$ cat src/rtl/alu_rf_issue_ctrl.sv
// alu_rf_issue_ctrl: queues R-type ops and issues them onto the shared RF/ALUControl/ALU datapath, stalling on RAW hazards; optional STALL_CNT_EN adds stall_cnt.
// Latency: an op is driven on rs1/rs2/ALUop/func >= 2 cycles after enqueue; its rd/we/wb_valid appear 2 cycles after it is driven.
// Backpressure: in_ready drops when the FIFO is full or a drain is requested/active; the FIFO head waits while it reads an unwritten rd.
module alu_rf_issue_ctrl #(
  parameter int FIFO_DEPTH = 4,
  parameter int CNT_W      = 16
) (
  input  logic             clk,
  input  logic             rst_n,
  input  logic             in_valid,
  output logic             in_ready,
  input  logic [1:0]       in_aluop,
  input  logic [5:0]       in_func,
  input  logic [4:0]       in_rs1,
  input  logic [4:0]       in_rs2,
  input  logic [4:0]       in_rd,
  input  logic             in_we,
  output logic [4:0]       rs1,
  output logic [4:0]       rs2,
  output logic [1:0]       ALUop,
  output logic [5:0]       func,
  output logic [4:0]       rd,
  output logic             we,
  input  logic             drain_req,
  output logic             drain_done,
  output logic             wb_valid,
  output logic             busy
`ifdef STALL_CNT_EN
  ,
  output logic [CNT_W-1:0] stall_cnt
`endif
);

  localparam int AW = $clog2(FIFO_DEPTH);
  localparam logic [AW:0] DEPTH_C = (AW+1)'(FIFO_DEPTH);

  typedef struct packed {
    logic [1:0] aluop;
    logic [5:0] func;
    logic [4:0] rs1;
    logic [4:0] rs2;
    logic [4:0] rd;
    logic       we;
  } op_t;

  typedef struct packed {
    logic       vld;
    logic [4:0] rd;
    logic       we;
  } stg_t;

  typedef enum logic [1:0] {IDLE, RUN, STALL, DRAIN} state_t;

  // Reject configurations the pointer arithmetic cannot support.
  if (FIFO_DEPTH < 2 || (FIFO_DEPTH & (FIFO_DEPTH - 1)) != 0 || CNT_W < 1) begin : g_cfg_chk
    $error("alu_rf_issue_ctrl: FIFO_DEPTH must be a power of two >= 2 and CNT_W >= 1");
  end

  op_t           mem [FIFO_DEPTH];
  logic [AW-1:0] wr_ptr;
  logic [AW-1:0] rd_ptr;
  logic [AW:0]   cnt;
  logic [AW:0]   cnt_nxt;
  op_t           in_op;
  op_t           head;
  // iss_stg: op currently driven to the RF; ex_stg: its ALU cycle; wb_stg: its write slot.
  stg_t          iss_stg;
  stg_t          ex_stg;
  stg_t          wb_stg;
  state_t        state;
  logic          push;
  logic          pop;
  logic          hazard;
  logic          quiet_nxt;

  // True when stage s will write a register that op o reads.
  function automatic logic src_pending(input stg_t s, input op_t o);
    return s.vld && s.we && ((o.rs1 == s.rd) || (o.rs2 == s.rd));
  endfunction

  assign in_op = {in_aluop, in_func, in_rs1, in_rs2, in_rd, in_we};
  assign head  = mem[rd_ptr];

  // The head would be read next cycle; producers driven this cycle (iss) or
  // last cycle (ex) have not been written yet, and there is no bypass.
  assign hazard    = (cnt != '0) && (src_pending(iss_stg, head) || src_pending(ex_stg, head));
  assign pop       = (cnt != '0) && !hazard;
  assign in_ready  = (cnt != DEPTH_C) && !drain_req && (state != DRAIN);
  assign push      = in_valid && in_ready;
  assign cnt_nxt   = cnt + {{AW{1'b0}}, push} - {{AW{1'b0}}, pop};
  assign quiet_nxt = (cnt_nxt == '0) && !pop && !iss_stg.vld && !ex_stg.vld;

  assign busy     = (cnt != '0) || iss_stg.vld || ex_stg.vld || wb_stg.vld;
  assign wb_valid = wb_stg.vld;
  assign we       = wb_stg.vld && wb_stg.we;
  assign rd       = wb_stg.rd;

  // Op storage; contents need no reset because cnt gates every read.
  always_ff @(posedge clk) begin
    if (push) mem[wr_ptr] <= in_op;
  end

  // FIFO pointers and occupancy; pointers wrap naturally at the power-of-two depth.
  always_ff @(posedge clk or negedge rst_n) begin
    if (!rst_n) begin
      wr_ptr <= '0;
      rd_ptr <= '0;
      cnt    <= '0;
    end else begin
      if (push) wr_ptr <= wr_ptr + 1'b1;
      if (pop)  rd_ptr <= rd_ptr + 1'b1;
      cnt <= cnt_nxt;
    end
  end

  // Issue registers and shadow pipeline; stalls put a bubble into iss_stg.
  always_ff @(posedge clk or negedge rst_n) begin
    if (!rst_n) begin
      rs1     <= '0;
      rs2     <= '0;
      ALUop   <= '0;
      func    <= '0;
      iss_stg <= '0;
      ex_stg  <= '0;
      wb_stg  <= '0;
    end else begin
      if (pop) begin
        rs1   <= head.rs1;
        rs2   <= head.rs2;
        ALUop <= head.aluop;
        func  <= head.func;
      end
      iss_stg <= pop ? '{vld: 1'b1, rd: head.rd, we: head.we} : '0;
      ex_stg  <= iss_stg;
      wb_stg  <= ex_stg;
    end
  end

  // Control FSM; drain request takes priority from every state.
  always_ff @(posedge clk or negedge rst_n) begin
    if (!rst_n) begin
      state      <= IDLE;
      drain_done <= 1'b0;
    end else begin
      drain_done <= drain_req && quiet_nxt;
      if (drain_req)            state <= DRAIN;
      else if (state == DRAIN)  state <= IDLE;
      else if (hazard)          state <= STALL;
      else if (quiet_nxt)       state <= IDLE;
      else                      state <= RUN;
    end
  end

`ifdef STALL_CNT_EN
  // Saturating count of STALL cycles, restarted when a drain completes.
  always_ff @(posedge clk or negedge rst_n) begin
    if (!rst_n) begin
      stall_cnt <= '0;
    end else if (drain_req && quiet_nxt && !drain_done) begin
      stall_cnt <= '0;
    end else if ((state == STALL) && (stall_cnt != '1)) begin
      stall_cnt <= stall_cnt + CNT_W'(1);
    end
  end
`endif

endmodule

$ cat config.mk
export PLATFORM = sky130hd
export DESIGN_NAME = alu_rf_issue_ctrl
export DESIGN_NICKNAME = d
export VERILOG_FILES = /design/src/rtl/alu_rf_issue_ctrl.sv
export SDC_FILE = /design/constraint.sdc
export NUM_CORES = 1
export LEC_CHECK = 0
export BUFFER_PORTS_ARGS = -buffer_cell sky130_fd_sc_hd__buf_2
export CORE_MARGIN = 4
export CORE_UTILIZATION = 56
export DETAILED_ROUTE_END_ITERATION = 12
export HOLD_SLACK_MARGIN = 0.08
export PLACE_DENSITY = 0.76
export SLEW_MARGIN = 0
export SYNTH_ARGS = -nofsm -noshare
export SYNTH_HDL_FRONTEND = slang
export SYNTH_SLANG_ARGS = --single-unit
$ cat constraint.sdc
create_clock -name clk -period 5.83 [get_ports clk]
set_input_delay 0.8745 -clock clk [delete_from_list [all_inputs] [get_ports clk]]
set_output_delay 0.8745 -clock clk [all_outputs]
set_load 0.05 [all_outputs]
==> reports/metrics.cfg <==
[run_status]
status = completed

[die]
ios = 56
die_h_um = 110
core_sq_um = 9910
start_util_pct = 58.4
rows = 36
die_w_um = 110
dieArea_sq_um = 12000

[synthesis]
syn_area_per_cell_sq_um = 19.2
synth_compound_area_share_pct = 1.45
synth.distinct_cells = 41
muxShareOfSynthArea_pct = 14.5
synth_top_area_share_pct = 49.8
synth_nets = 337
synth-edff-count = 96
yosysWarnings = 0
yosysTopAreaCell = edfxtp_1
syn_inst = 302
ys_seq_area_share_pct = 71.0
synth_fa_ha_area_share_pct = 1.64
ys_ff_latch = 145
netlist_top_cells_area = edfxtp_1 50%, dfrtp_1 21%, mux4_2 8.2%
syn_area_sq_um = 5780
synth_top_family_by_area = multiplexers
yosys.area_share.simple_pct = 4.28
ys.flop_type = edfxtp_1
synth_xor_area_share_pct = 4.54
async_reset_ff_share_pct = 33.8

[critical_path]
cp-start-kind = register
r2r_start = rd_ptr[0]$_DFFE_PN0P_
worst_setup_path_end_kind = register
cp_data_required_time_ns = 6.22
crit_start = rd_ptr[0]$_DFFE_PN0P_
critical_path_class = reg -> reg
crit_arrival_ns = 5.33
crit_fanout = 27
reg2reg_depth = 14

[clock_network]
clk_latency_ns = 0.52
holdBufCountCts = 0
clock-sinks = 145
numCtsBuffers = 17
cts_root_buf = clkbuf_8
post_cts_buffers = 0
cts_resized = 0
cts_buffer_depth = 2
clk_pin_slew_ns = 0.06
cts_tree = done
cts_htree_levels = 4

[place]
dp_hpwl_mm = 6.31
dpl_cell_area_sq_um = 6160
routabilityCongestion = 0.786
port-buffer-count = 55

[sta]
slew_violations = 0
finalSetupViolations = 0
worst_clock_skew_ns = 0.00773
timing.hold.ws_ns = 0.429
tns_ns = 0
hold_violations = 0
relSlewSlack_pct = 38.7
fin_crit_ns = 4.94
rsz0062_at_grt = no
finalCritPeriodShare_pct = 84.7
worst_pin_slew_ns = 0.917
fmax_mhz = 203

[detailed_routing]
drt_pass1_iterations = 4
vias_per_cell = 5.45
routedWlPerCell_um = 19.7
wirelength_mm = 10.2
ant_nets = 0
drt_iter0_markers = 129
drcViolationCount = 0
num_vias = 2806

[finish]
n_antenna_cell = 0
layout-drive-gt1-share_pct = 36.9
final_area_sq_um = 6770
multi_input_area_sq_um = 1530
synthToLayoutAreaGrowth_pct = 17.0
fin_nets = 404
seq_area_sq_um = 4110
fillers = 671

[worst_hold_path]
hold_class = reg -> reg
hold_depth = 0
hold_path.startpoint = iss_stg[0]$_DFF_PN0_

[global_routing]
grt.total_usage_pct = 19.2
grt_pass1_vias = 2944
overflow = 0
antenna_found_initial = 0
grt_max_degree = 50
grt_first_pass_wirelength_mm = 16.4

[power_and_ir_drop]
power.leakage_nw = 2.63
pwr_density_cell_nw_per_um2 = 591
peakVddDrop_v = 0.000292

[run]
maxCapViolations = 0

==> worst max-delay path, cell delays in order, from the launching register on <==
cell and delay [ns]:
dfrtp_2 0.78, mux4_2 0.64, xor2_1 0.20, nor4_2 0.07, nand4_1 0.15, nand4_4 0.17, nor2_4 0.73, ha_1 0.38
inv_1 0.06, ha_1 0.15, fa_1 0.42, or4_1 0.52, o31ai_1 0.23, a21oi_1 0.05, or2_2 0.27
==> per-layer routing <==
| layer | vias up | track usage, % | share of wire [%] |
|---|---|---|---|
| li1 | 1294 | - | - |
| met1 | 1413 | 26.9 | 45 |
| met2 | 89 | 29.4 | 48 |
| met3 | 10 | 5.46 | 6.4 |
| met4 | 0 | 6.14 | 0.90 |
| met5 | - | 0 | 0 |
==> cell usage after synthesis, drive strengths merged, types with 6 or more instances <==
| master | number |
|---|---|
| and2 | 8 |
| buf | 13 |
| dfrtp | 49 |
| edfxtp | 96 |
| ha | 6 |
| inv | 6 |
| mux2 | 18 |
| mux2i | 12 |
| mux4 | 21 |
| xnor2 | 11 |
| xor2 | 19 |
==> through the flow <==
stage / setup slack [ns] / power (mW) / cells / util (%)
after floorplan: 1.16 / 2.68 / 302 / -
after global placement: 0.934 / 2.92 / 483 / 62.2
after detailed placement: 0.839 / 2.95 / 483 / 62.2
after CTS: 0.804 / 4.04 / 515 / 68.3
after global routing: 0.556 / 4.22 / 515 / 68.3
final: 0.892 / 4.00 / 515 / 68.3
==> layout by cell type, fill, tap and decap left out, types with 11 or more instances in the layout <==
cell       count
clkbuf_16     16
xnor2_1       11
dfrtp_1       48
xor2_1        19
mux2_4        11
edfxtp_1      96
buf_2         55
mux4_2        21
mux2i_1       11
==> final cells by class <==
class                   instances  share of cell area, %
clock inverters                10                   1.92
multi-input cells             136                   22.6
repair buffers                 63                   4.95
inverters                       6                  0.333
flip-flops and latches        145                   60.7
well taps                     133                   2.46
clock buffers                  22                   6.99
==> report_power, final <==
part / internal [mW] / switching [mW]
logic: 0.590 / 0.812
registers: 1.33 / 0.193
clock network: 0.694 / 0.387
==> worst paths after layout <==
kind | to | slack, ns
worst max-delay path | state[0]$_DFF_PN0_ | 0.89
min in group asynchronous | func[0]$_DFFE_PN0P_ | 0.47
worst min register to register | ex_stg[0]$_DFF_PN0_ | 0.43
worst max register to register | state[0]$_DFF_PN0_ | 0.89
max in group asynchronous | rd_ptr[0]$_DFFE_PN0P_ | 4.89
worst min-delay path | ex_stg[0]$_DFF_PN0_ | 0.43
==> flip-flops by register name (all words and copies together), names as in the netlist, 3 cells and up <==
signal   flops
rs2          5
ex_stg       7
func         6
cnt          3
rd           5
mem         96
iss_stg      7
rs1          5
==> logic make-up after synthesis <==
logic type	after synthesis
multiplexers	51
flip-flops	145
buffers and inverters	21
AND/OR/NAND/NOR	36
AO/OA/AOI/OAI	12
XOR/XNOR	30
adder cells (fa/ha/maj)	7
(Power assumes the default switching activity.)
